--- src/rtl/cdb_arbiter_if.sv ---
// cdb_arbiter_if
//   Bundles the functional-unit result handshake and the common-data-bus
//   broadcast lanes of the CDB arbiter.
//
//   Handshake: a result moves from FU i into the arbiter on a rising clk
//   edge where fu_valid[i] and fu_ready[i] are both high. fu_ready never
//   depends on fu_valid. A lane of the CDB carries a result for exactly one
//   cycle when cdb_valid[k] is high. The CDB has no back-pressure.
//
//   Signals
//     fu_valid      [NUM_FU]            FU i offers a completed result
//     fu_rob_index  [NUM_FU*IDX_W]      ROB index of FU i, slice [i*IDX_W +: IDX_W]
//     fu_result     [NUM_FU*DATA_W]     result of FU i, slice [i*DATA_W +: DATA_W]
//     fu_ready      [NUM_FU]            arbiter takes FU i's result this cycle
//     cdb_valid     [NUM_LANES]         lane k broadcasts this cycle
//     cdb_rob_index [NUM_LANES*IDX_W]   ROB index on lane k
//     cdb_result    [NUM_LANES*DATA_W]  result on lane k
//     pending_count [3]                 occupied holding slots
//
//   Modports: master = the FU/ROB side, slave = the arbiter.
interface cdb_arbiter_if #(
   parameter int NUM_FU    = 6,
   parameter int NUM_LANES = 4,
   parameter int IDX_W     = 4,
   parameter int DATA_W    = 16
) ();
   logic [NUM_FU-1:0]           fu_valid;
   logic [NUM_FU*IDX_W-1:0]     fu_rob_index;
   logic [NUM_FU*DATA_W-1:0]    fu_result;
   logic [NUM_FU-1:0]           fu_ready;
   logic [NUM_LANES-1:0]        cdb_valid;
   logic [NUM_LANES*IDX_W-1:0]  cdb_rob_index;
   logic [NUM_LANES*DATA_W-1:0] cdb_result;
   logic [2:0]                  pending_count;

   modport master (
      output fu_valid, fu_rob_index, fu_result,
      input  fu_ready, cdb_valid, cdb_rob_index, cdb_result, pending_count
   );

   modport slave (
      input  fu_valid, fu_rob_index, fu_result,
      output fu_ready, cdb_valid, cdb_rob_index, cdb_result, pending_count
   );
endinterface

--- src/rtl/cdb_arbiter.sv ---
// cdb_arbiter
//   Collects completed results from NUM_FU functional units into one holding
//   slot per FU and broadcasts up to NUM_LANES of them per cycle on the
//   common data bus. Slots are served round-robin starting at rr_ptr; the
//   granted slots fill lanes 0.. in scan order with no gaps. Broadcasts are
//   registered, so a result accepted at edge E is on the CDB after edge E+1
//   at the earliest.
//
//   Ports
//     clk    clock, all state changes on the rising edge
//     rst_n  synchronous active-low reset (highest priority)
//     flush  discards every held and in-flight result; rr_ptr is kept
//     bus    cdb_arbiter_if.slave: FU handshake, CDB lanes, pending_count
module cdb_arbiter #(
   parameter int NUM_FU    = 6,
   parameter int NUM_LANES = 4,
   parameter int IDX_W     = 4,
   parameter int DATA_W    = 16
) (
   input  logic          clk,
   input  logic          rst_n,
   input  logic          flush,
   cdb_arbiter_if.slave  bus
);
   localparam int PTR_W  = (NUM_FU > 1) ? $clog2(NUM_FU) : 1;
   localparam int LANE_W = (NUM_LANES > 1) ? $clog2(NUM_LANES) : 1;

   // Holding slots
   logic [NUM_FU-1:0] hold_valid;
   logic [IDX_W-1:0]  hold_idx  [NUM_FU];
   logic [DATA_W-1:0] hold_data [NUM_FU];
   logic [PTR_W-1:0]  rr_ptr;

   // Arbitration results
   logic [NUM_FU-1:0]    grant;
   logic [PTR_W-1:0]     rr_ptr_nxt;
   logic [NUM_LANES-1:0] lane_vld;
   logic [IDX_W-1:0]     lane_idx  [NUM_LANES];
   logic [DATA_W-1:0]    lane_data [NUM_LANES];
   logic [PTR_W:0]       scan_sum;
   logic [PTR_W-1:0]     scan_slot;
   logic [LANE_W:0]      lane_cnt;

   // Handshake
   logic [NUM_FU-1:0] fu_ready;
   logic [NUM_FU-1:0] take;

   // Registered CDB
   logic [NUM_LANES-1:0]        cdb_valid_q;
   logic [NUM_LANES*IDX_W-1:0]  cdb_idx_q;
   logic [NUM_LANES*DATA_W-1:0] cdb_data_q;
   logic [PTR_W:0]              pend_cnt;

   // Walk the slots once starting at rr_ptr; the first NUM_LANES occupied
   // ones win and are packed into lanes in the order they are met. The
   // pointer moves to just past the last winner so skipped slots lead next
   // time.
   always_comb begin : arbitrate
      grant      = '0;
      lane_vld   = '0;
      rr_ptr_nxt = rr_ptr;
      scan_sum   = '0;
      scan_slot  = '0;
      lane_cnt   = '0;
      for (int k = 0; k < NUM_LANES; k++) begin
         lane_idx[k]  = '0;
         lane_data[k] = '0;
      end
      for (int j = 0; j < NUM_FU; j++) begin
         scan_sum = {1'b0, rr_ptr} + (PTR_W+1)'(j);
         if (scan_sum >= (PTR_W+1)'(NUM_FU)) begin
            scan_sum = scan_sum - (PTR_W+1)'(NUM_FU);
         end
         scan_slot = scan_sum[PTR_W-1:0];
         if (hold_valid[scan_slot] && (lane_cnt < (LANE_W+1)'(NUM_LANES))) begin
            grant[scan_slot]                  = 1'b1;
            lane_vld[lane_cnt[LANE_W-1:0]]  = 1'b1;
            lane_idx[lane_cnt[LANE_W-1:0]]  = hold_idx[scan_slot];
            lane_data[lane_cnt[LANE_W-1:0]] = hold_data[scan_slot];
            lane_cnt                          = lane_cnt + 1'b1;
            rr_ptr_nxt = (scan_slot == PTR_W'(NUM_FU - 1)) ? '0 : scan_slot + 1'b1;
         end
      end
   end

   // A slot being broadcast this cycle is free again at the edge, so it may
   // accept a new result at the same edge.
   assign fu_ready = {NUM_FU{rst_n & ~flush}} & (~hold_valid | grant);
   assign take     = bus.fu_valid & fu_ready;

   always_ff @(posedge clk) begin
      if (!rst_n) begin
         hold_valid  <= '0;
         rr_ptr      <= '0;
         cdb_valid_q <= '0;
         cdb_idx_q   <= '0;
         cdb_data_q  <= '0;
         for (int i = 0; i < NUM_FU; i++) begin
            hold_idx[i]  <= '0;
            hold_data[i] <= '0;
         end
      end else if (flush) begin
         hold_valid  <= '0;
         cdb_valid_q <= '0;
      end else begin
         for (int i = 0; i < NUM_FU; i++) begin
            if (take[i]) begin
               hold_valid[i] <= 1'b1;
               hold_idx[i]   <= bus.fu_rob_index[i*IDX_W +: IDX_W];
               hold_data[i]  <= bus.fu_result[i*DATA_W +: DATA_W];
            end else if (grant[i]) begin
               hold_valid[i] <= 1'b0;
            end
         end
         rr_ptr      <= rr_ptr_nxt;
         cdb_valid_q <= lane_vld;
         for (int k = 0; k < NUM_LANES; k++) begin
            cdb_idx_q[k*IDX_W +: IDX_W]    <= lane_idx[k];
            cdb_data_q[k*DATA_W +: DATA_W] <= lane_data[k];
         end
      end
   end

   always_comb begin : count_pending
      pend_cnt = '0;
      for (int i = 0; i < NUM_FU; i++) begin
         pend_cnt = pend_cnt + {{PTR_W{1'b0}}, hold_valid[i]};
      end
   end

   assign bus.fu_ready      = fu_ready;
   assign bus.cdb_valid     = cdb_valid_q;
   assign bus.cdb_rob_index = cdb_idx_q;
   assign bus.cdb_result    = cdb_data_q;
   assign bus.pending_count = 3'(pend_cnt);
endmodule
--- src/flat_wrapper.sv ---
// flat-port wrapper written by rule: the top's interface ports become plain ports
module cdb_arbiter_flat 
#(
   parameter int NUM_FU    = 6,
   parameter int NUM_LANES = 4,
   parameter int IDX_W     = 4,
   parameter int DATA_W    = 16
)
  (clk, rst_n, flush, bus_fu_valid, bus_fu_rob_index, bus_fu_result, bus_fu_ready, bus_cdb_valid, bus_cdb_rob_index, bus_cdb_result, bus_pending_count);
  cdb_arbiter_if #(.NUM_FU(NUM_FU), .NUM_LANES(NUM_LANES), .IDX_W(IDX_W), .DATA_W(DATA_W)) bus_i ();
  input  logic clk;
  input  logic rst_n;
  input  logic flush;
  input wire logic [$bits(bus_i.fu_valid)-1:0] bus_fu_valid;
  input wire logic [$bits(bus_i.fu_rob_index)-1:0] bus_fu_rob_index;
  input wire logic [$bits(bus_i.fu_result)-1:0] bus_fu_result;
  output wire logic [$bits(bus_i.fu_ready)-1:0] bus_fu_ready;
  output wire logic [$bits(bus_i.cdb_valid)-1:0] bus_cdb_valid;
  output wire logic [$bits(bus_i.cdb_rob_index)-1:0] bus_cdb_rob_index;
  output wire logic [$bits(bus_i.cdb_result)-1:0] bus_cdb_result;
  output wire logic [$bits(bus_i.pending_count)-1:0] bus_pending_count;
  assign bus_i.fu_valid = bus_fu_valid;
  assign bus_i.fu_rob_index = bus_fu_rob_index;
  assign bus_i.fu_result = bus_fu_result;
  assign bus_fu_ready = bus_i.fu_ready;
  assign bus_cdb_valid = bus_i.cdb_valid;
  assign bus_cdb_rob_index = bus_i.cdb_rob_index;
  assign bus_cdb_result = bus_i.cdb_result;
  assign bus_pending_count = bus_i.pending_count;
  cdb_arbiter #(.NUM_FU(NUM_FU), .NUM_LANES(NUM_LANES), .IDX_W(IDX_W), .DATA_W(DATA_W)) u_core (.clk(clk), .rst_n(rst_n), .flush(flush), .bus(bus_i));
endmodule
--- config.mk ---
export PLATFORM = sky130hd
export DESIGN_NAME = cdb_arbiter_flat
export DESIGN_NICKNAME = d
export VERILOG_FILES = /design/src/rtl/cdb_arbiter_if.sv /design/src/rtl/cdb_arbiter.sv /design/src/flat_wrapper.sv
export SDC_FILE = /design/constraint.sdc
export NUM_CORES = 1
export LEC_CHECK = 0
export ABC_AREA = 1
export CAP_MARGIN = 5
export CORE_UTILIZATION = 47
export DETAILED_ROUTE_END_ITERATION = 12
export PLACE_DENSITY = 0.72
export SKIP_LAST_GASP = 1
export SYNTH_ARGS = -nofsm -noshare
export SYNTH_HDL_FRONTEND = slang
export SYNTH_SLANG_ARGS = --single-unit
export TNS_END_PERCENT = 20
--- constraint.sdc ---
create_clock -name clk -period 5.4 [get_ports clk]
set_input_delay 0.54 -clock clk [delete_from_list [all_inputs] [get_ports clk]]
set_output_delay 0.54 -clock clk [all_outputs]
set_load 0.03 [all_outputs]
==> results of run 1 <==
==> path summary, 6_finish.rpt <==
| check | end | slack, ns | cells after the start |
|---|---|---|---|
| worst max-delay path | bus_fu_ready[0] | 0.22 | 30 |
| worst min register to register | u_core.bus.cdb_rob_index[2] | 0.45 | 2 |
| worst min-delay path | u_core.bus.cdb_rob_index[2] | 0.45 | 2 |
| worst max register to register | u_core.bus.cdb_rob_index[5] | 0.58 | 27 |
==> metrics by stage <==
step / utilization / TNS (ns)
5_1_grt: 0.578 / -0.00785
6_report: 0.578 / 0
3_5_place_dp: 0.552 / 0
2_1_floorplan: - / 0
4_1_cts: 0.576 / 0
3_3_place_gp: 0.552 / 0
==> state kept, by name, indices dropped and copies added, names as in the netlist <==
| signal | cells |
|---|---|
| u_core.hold_data | 96 |
| u_core.bus.cdb_result | 64 |
| u_core.hold_valid | 6 |
| u_core.hold_idx | 24 |
| u_core.bus.cdb_rob_index | 16 |
| u_core.rr_ptr | 3 |
| u_core.bus.cdb_valid | 4 |
==> cells in the mapped netlist (13+ instances only) <==
library cell,n
inv_1,330
clkbuf_1,98
buf_4,17
o221ai_1,27
nor2_2,32
o22ai_1,32
edfxtp_1,120
nor2_1,174
nand3_1,321
buf_2,38
ha_1,14
a31oi_1,13
o211ai_1,20
nand2_1,926
dfxtp_1,93
inv_2,21
nand2_2,13
a21oi_1,62
o21ai_0,237
==> worst max-delay path, delay by kind of cell (launching register included) <==
kind	cells	cell delay (ns)
fa+ha+maj	3	0.89
buf+inv	9	0.81
flops	1	0.40
simple gates	18	1.98
==> layout by cell type, fill, tap and decap left out, types with 5 or more instances in the layout <==
cell type	n
nor2_2	32
a21oi_1	62
o21bai_1	7
a31oi_1	13
inv_1	329
ha_1	11
nor2_1	174
o22ai_1	32
o21ai_0	237
dfxtp_1	91
clkdlybuf4s50_1	215
clkbuf_16	26
edfxtp_1	120
nand3_1	321
inv_2	21
nand4_1	9
o221ai_1	27
buf_4	61
buf_12	5
nand2_1	921
nand2_2	17
or2_2	9
nand3_2	11
o211ai_1	20
a221oi_1	6
==> logic make-up (layout without fill, tap and decap cells) <==
| group | after synthesis | after routing | synth area share |
|---|---|---|---|
| simple gates | 1513 | 1513 | 0.384 |
| compound gates | 420 | 420 | 0.145 |
| xor+xnor | 1 | 1 | 0.000522 |
| flops | 213 | 213 | 0.326 |
| mux | 1 | 1 | 0.000597 |
| fa+ha+maj | 17 | 17 | 0.0140 |
| buf+inv | 528 | 680 | 0.130 |
==> routing by layer <==
layer / vias to the layer above / part of all wire / global-route usage
met2: 1171 / 0.41 / 0.532
met4: 0 / 0.035 / 0.128
met3: 114 / 0.11 / 0.0712
met1: 8588 / 0.44 / 0.537
met5: - / 0 / 0
li1: 8929 / - / -
==> area by class of cell <==
type                       count  area share
clock inverter                12     0.00697
multi-input combinational   1952       0.457
sequential                   213       0.272
inverter                     355      0.0665
timing repair buffer         282       0.135
tap                          455      0.0283
clock buffer                  31      0.0343
==> what timing repair did <==
item                       in CTS  in global routing
buffers inserted                0                  3
setup endpoints to repair       6                  6
cloned                          0                  0
gates resized for setup         5                  9
pin swaps                       0                  1
==> flow_summary.ini, run 1 <==
[run_status]
outcome = complete, no violations

[global_route]
grt_pass1_wl_mm = 102
grt_antenna_before_repair = 1
grt_overflow = 0
grt_pass1_vias = 16800
grt_max_degree = 123
grt_usage = 0.367

[place]
gp_congestion = 0.954
dp_hpwl_mm = 52.2
post-place-ws_ns = 0.282
place_inst = 3254
portBuffers = 221
dpl_cell_area_mm2 = 0.0192

[floorplan]
io_pins = 222
dieArea_mm2 = 0.0365
num_rows = 68
start_util = 0.482
fp.dieW_um = 191
die_height_um = 191
core_area_mm2 = 0.0348

[routing]
first_pass_iters = 6
vias = 18800
wl_per_cell_um = 20.4
drt-initial-drc-count = 2438
viasPerCell = 5.70
routed_wl_mm = 67.4
drc = 0
ant_nets = 0

[yosys]
synth.avg_cell_area_um2 = 6.23
synth_top_area_cell = edfxtp_1
synth_area_leaders = edfxtp_1, nand2_1, dfxtp_1
ys.flop_type = edfxtp_1
seq_area_frac_synth = 0.326
synth_top_area_frac = 0.215
ys_types = 49
async_reset_ff_frac = 0
syn_area_mm2 = 0.0168
ys_warn_count = 0
synth_edf_count = 120
synth_seq_cells = 213
synth_nets = 2839
syn_inst = 2693

[layout]
stdcell_count = 3300
antenna_cells = 0
area_growth_pct = 19.9
nets = 2974
multi_input_area_mm2 = 0.00919
post-route-cell-area_mm2 = 0.0201
sequential_cell_area_mm2 = 0.00547
nFillCells = 3341
layout-drive-gt1-share = 0.0794

[clock_tree]
cts_buffer_depth = 3
clk_latency_ns = 0.56
cts_sinks = 213
cts_tree = done
cts.clk_slew.worst_paths_ns = 0.06
numCtsBuffers = 24
cts-root-buf = clkbuf_16
htreeDepth = 1
cts_hold_buf = 0

[hold_path]
hold_start = u_core.bus.cdb_rob_index[2]
hold_path_class = reg -> reg

[timing]
finalCritPeriodShare = 0.958
setup_viol = 0
finClkSkew_ns = 0.0102
slew_viol_final = 0
max_freq_mhz = 193
worst_slack_ns = 0.225
worst_slew_pin_slew_ns = 1.32
hold_viol = 0
min_period_ns = 5.18
hold_ws_ns = 0.453
relSlewSlack = 0.111

[worst_setup_path]
cp.required_ns = 4.86
crit_start = u_core.rr_ptr[1]
worstPathMaxFanout = 13
cpMostUsedCell = nand2_1
worstReg2RegStart = u_core.rr_ptr[1]
critPathCaptureType = output port
worstSetupStartpointType = register
worst-setup-path-type = reg -> out
cpMaxStageDelayCell = dfxtp_4
critPathArrivalTime_ns = 4.64
slowest_delay_ns = 0.40

[run]
max_cap_viol_count = 0
Power of run 1 is left out: the tool's default activity adds up to more than one toggle a clock period on the data nets, which glitch-free logic cannot reach.
==> run 2, diff against run 1 <==
--- a/config.mk
+++ b/config.mk
@@ -10,7 +10,9 @@
 export CORE_UTILIZATION = 47
 export DETAILED_ROUTE_END_ITERATION = 12
 export PLACE_DENSITY = 0.72
+export SETUP_SLACK_MARGIN = 0.3
 export SKIP_LAST_GASP = 1
+export SLEW_MARGIN = 20
 export SYNTH_ARGS = -nofsm -noshare
 export SYNTH_HDL_FRONTEND = slang
 export SYNTH_SLANG_ARGS = --single-unit
==> run 2 against run 1 <==
  * Clock skew up 0.010 ns
  * Critical endpoint is now bus_fu_ready[5]
  * Non-clock buffer count up 12
  * Critical path type unchanged
  * Register-to-register slack better by 0.08 ns
==> flow_summary.ini, run 2 (synthesized netlist as in run 1, its figures left out) <==
[hold_path]
hold_start = u_core.bus.cdb_result[63]
hold_path_class = reg -> reg
hold_end = u_core.bus.cdb_result[63]
whs_path_depth = 2

[routing]
ant_nets = 0
drc = 0
vias = 18800
routed_wl_mm = 67.4
wl_per_cell_um = 20.4
viasPerCell = 5.67
drt-initial-drc-count = 2494
first_pass_iters = 7

[place]
dp_hpwl_mm = 52.1
dpl_cell_area_mm2 = 0.0192
portBuffers = 221
gp_congestion = 0.974

[clock_tree]
cts_sinks = 213
cts-root-buf = clkbuf_16
cts_tree = done
clk_latency_ns = 0.55
cts_buffer_depth = 3
htreeDepth = 1
numCtsBuffers = 23
cts.clk_slew.worst_paths_ns = 0.08

[floorplan]
fp.dieW_um = 191
die_height_um = 191
num_rows = 68
dieArea_mm2 = 0.0365
io_pins = 222
core_area_mm2 = 0.0348
start_util = 0.482

[worst_setup_path]
crit_chain = clkinvlp_4, ha_4, nand2_1, o21ai_1, inv_1, nand2_1, nand2_1, buf_4, ha_1, nand2_1, inv_2, a21oi_4, nand2_1, ha_1, nand2_2, nand3_4, buf_6, nor2_1, a211oi_2, a21oi_2, buf_12
worstSetupStartpointType = register
worstReg2RegStart = u_core.rr_ptr[1]
critPathArrivalTime_ns = 4.44
regToRegSetupSlack_ns = 0.66
cpMostUsedCell = nand2_1
cpMaxStageDelayCell = ha_4
path_buf_inv = 6
slowest_delay_ns = 0.44
cp.required_ns = 4.86
critPathCaptureType = output port
reg2reg_to = u_core.hold_idx[5][0]
crit_start = u_core.rr_ptr[1]
r2r_cells = 23
worstPathMaxFanout = 20
critical-path-top-delay-family = adder cells
worst-setup-path-type = reg -> out

[layout]
layout-drive-gt1-share = 0.0879
antenna_cells = 0
regMostFlops = u_core.hold_data
largest_register_ffs = 96
area_growth_pct = 20.7
final_cell_mix = nand2_1, inv_1, nand3_1
nets = 2985
final_common_cell = nand2_1
post-route-cell-area_mm2 = 0.0203

[global_route]
grt_pass1_wl_mm = 101
grt_overflow = 0
grt_usage = 0.366
grt_antenna_before_repair = 0
grt_max_degree = 125
grt_pass1_vias = 16700

[timing]
relSlewSlack = 0.226
hold_viol = 0
rsz0062_at_grt = yes
min_period_ns = 4.98
slew_viol_final = 0
finClkSkew_ns = 0.0205
setup_viol = 0
fin_tns_setup_ns = 0
worst_slew_pin_slew_ns = 1.16
finalCritPeriodShare = 0.921
max_freq_mhz = 201

[run_status]
outcome = complete, no violations

[run]
max_cap_viol_count = 0
## run 2: changes by cell type in the layout (fill, tap and decap cells not counted), sizes merged
cell,change
clkinv,+3
clkinvlp,+6
inv,-3
clkbuf,-7
buf,+12
## run 2: how the worst max path moves through the flow
stage                             endpoint  slack (ns)  cells after the start
finish                     bus_fu_ready[5]        0.42                     21
global route               bus_fu_ready[5]        0.21                     25
CTS                        bus_fu_ready[4]        0.31                     26
detailed placement  u_core.hold_data[5][2]        0.28                     23
global placement    u_core.hold_data[5][5]        0.45                     23
floorplan                  bus_fu_ready[4]        0.27                     31
## run 2: worst min-delay path, cell delays in order, from the launching register on
cell,delay (ns)
dfxtp_1,0.31
nand2_1,0.06
nand2_1,0.04
## run 2: through the flow
step / hold WS [ns] / util / std cells / setup slack [ns]
2_1_floorplan: 0.581 / - / 2693 / 0.268
3_3_place_gp: 0.437 / 0.553 / 3257 / 0.454
3_5_place_dp: 0.439 / 0.553 / 3257 / 0.284
4_1_cts: 0.453 / 0.577 / 3303 / 0.313
5_1_grt: 0.462 / 0.582 / 3311 / 0.207
6_report: 0.447 / 0.582 / 3311 / 0.424
## run 2: per-layer routing
layer | global-route usage | wire length (um) | part of all wire | vias to the layer above
li1 | - | - | - | 8946
met1 | 0.539 | 29900 | 0.44 | 8505
met2 | 0.546 | 28200 | 0.42 | 1235
met3 | 0.0496 | 7130 | 0.11 | 94
met4 | 0.119 | 2180 | 0.032 | 0
met5 | 0 | 0 | 0 | -
## run 2: area by class of cell
class                           count  area (um2)
Clock buffer                       24         579
Clock inverter                     18         171
Fill cell                        3374       14500
Inverter                          355        1350
Multi-Input combinational cell   1952        9290
Sequential cell                   213        5470
Tap cell                          455         569
Timing Repair Buffer              294        2830
## run 2: what timing repair did
item	CTS	global route
endpoints found under the setup margin	66	25
hold endpoints to repair	0	0
resized for setup	12	20
hold buffers	0	0
pin swaps	1	6
setup buffers	4	8
Power of run 2 is left out for the same reason.
==> run 3, diff against run 2 <==
--- a/config.mk
+++ b/config.mk
@@ -7,6 +7,7 @@
 export LEC_CHECK = 0
 export ABC_AREA = 1
 export CAP_MARGIN = 5
+export CORE_ASPECT_RATIO = 1.1
 export CORE_UTILIZATION = 47
 export DETAILED_ROUTE_END_ITERATION = 12
 export PLACE_DENSITY = 0.72
==> constraint.sdc (replaced) <==
create_clock -name clk -period 5.4 [get_ports clk]
set_input_delay 0.54 -clock clk [delete_from_list [all_inputs] [get_ports clk]]
set_output_delay 0.54 -clock clk [all_outputs]
set_load 0.1 [all_outputs]
==> run 3 against run 2 <==
  * Clock skew fell by 0.0043 ns
  * Sequential share of layout area rose by 0.060 points
  * Via count is 0.31% lower
  * Die area stayed put
  * Worst hold slack better by 0.0019 ns
  * Non-clock buffer count fell by 8
  * Core utilization is 0.67 points lower
  * Final area shrank 0.20%
==> flow_summary.ini, run 3 (synthesized netlist as in run 1, its figures left out) <==
[global_route]
grt_util_met1 = 0.516
grt_pass1_wl_mm = 102
grt_pass1_vias = 16900
grt_max_degree = 121
grt.met3_usage = 0.0547
busiest_layer = met2
grt_antenna_before_repair = 0
grt.met2_usage = 0.570
grt_overflow = 0
grt_usage = 0.364

[floorplan]
dieArea_mm2 = 0.0365
fp.dieW_um = 182
start_util = 0.478
core_area_mm2 = 0.0351
num_rows = 72
io_pins = 222
die_height_um = 200

[routing]
viasPerCell = 5.69
drt-initial-drc-count = 2613
ant_nets = 0
wl_per_cell_um = 20.4
drc = 0
routed_wl_mm = 67.2
first_pass_iters = 6
vias = 18700

[timing]
worst_slew_pin_slew_ns = 1.26
min_period_ns = 4.91
max_freq_mhz = 204
setup_viol = 0
finClkSkew_ns = 0.0162
relSlewSlack = 0.162
rsz0062_at_grt = no
finalCritPeriodShare = 0.910
fin_tns_setup_ns = 0
slew_viol_final = 0
hold_viol = 0

[place]
place_inst = 3243
gp_congestion = 1.00
dp_hpwl_mm = 51.9
portBuffers = 221

[worst_setup_path]
cpMaxStageDelayCell = dfxtp_4
worstSetupStartpointType = register
critPathArrivalTime_ns = 4.37
regToRegSetupSlack_ns = 0.82
worstPathMaxFanout = 8
worst-setup-path-type = reg -> out
slowest_delay_ns = 0.40
cp.required_ns = 4.86
critPathCaptureType = output port

[clock_tree]
cts_sinks = 213
cts-root-buf = clkbuf_16
cts.clk_slew.worst_paths_ns = 0.07
numCtsBuffers = 23
htreeDepth = 1
cts_buffer_depth = 3
clk_latency_ns = 0.55
cts_tree = done

[layout]
antenna_cells = 0
stdcell_count = 3291
largest_register_ffs = 96
nets = 2977
final_common_cell = nand2_1
area_growth_pct = 20.5
regMostFlops = u_core.hold_data
final_cell_mix = nand2_1, inv_1, nand3_1
layout-drive-gt1-share = 0.0857

[run_status]
outcome = complete, no violations

[hold_path]
hold_path_class = reg -> reg

[run]
max_cap_viol_count = 0
-- run 3: cell types whose count changed in the layout (fill, tap and decap cells not counted), moves of 2 or more --
cell        previous run  this run
clkinvlp_2             3         0
clkbuf_8               0         4
nand2_1              917       915
clkinv_4               5         1
clkinvlp_4             5         1
ha_1                   9         7
clkbuf_2               0         4
buf_4                 71        61
-- run 3: final cells by class --
class | count | area [um2]
clock buffers | 32 | 653
clock inverters | 9 | 81.3
fillers | 3431 | 14900
inverters | 355 | 1340
multi-input cells | 1952 | 9340
flip-flops and latches | 213 | 5470
well taps | 444 | 556
repair buffers | 286 | 2770
-- run 3: what timing repair did --
| action | 4_1_cts | 5_1_grt |
|---|---|---|
| cloned | 0 | 0 |
| endpoints found under the setup margin | 6 | 6 |
| setup buffers | 3 | 4 |
| hold buffers | 0 | 0 |
| resized for setup | 17 | 6 |
| pin swaps | 1 | 2 |
-- run 3: per-layer routing --
layer  up-vias  part of all wire
li1       8930                 -
met1      8581              0.43
met2      1085              0.44
met3       125              0.10
met4         0             0.032
met5         -                 0
-- run 3: final timing paths --
kind                                                start                         to  depth (start not counted)
worst max-delay path                     u_core.rr_ptr[1]            bus_fu_ready[0]                         30
worst max register to register           u_core.rr_ptr[1]  u_core.bus.cdb_result[36]                         29
worst min register to register  u_core.bus.cdb_result[53]  u_core.bus.cdb_result[53]                          2
worst min-delay path            u_core.bus.cdb_result[53]  u_core.bus.cdb_result[53]                          2
-- run 3: stage by stage --
stage | area, um2 | setup slack, ns | util | hold WS, ns
global placement | 19300 | 0.605 | 0.550 | 0.437
detailed placement | 19300 | 0.411 | 0.550 | 0.439
global route | 20200 | 0.276 | 0.575 | 0.467
CTS | 20200 | 0.318 | 0.574 | 0.452
finish | 20200 | 0.487 | 0.575 | 0.449
floorplan | 17000 | 0.304 | - | 0.599
-- run 3: worst max-delay path, delay by kind of cell, from the launching register on --
kind,cells,cell delay [ns]
AND/OR/NAND/NOR,18,1.80
adder cells (fa/ha/maj),3,0.80
flip-flops,1,0.40
buffers and inverters,9,0.81
Power of run 3 is left out for the same reason.
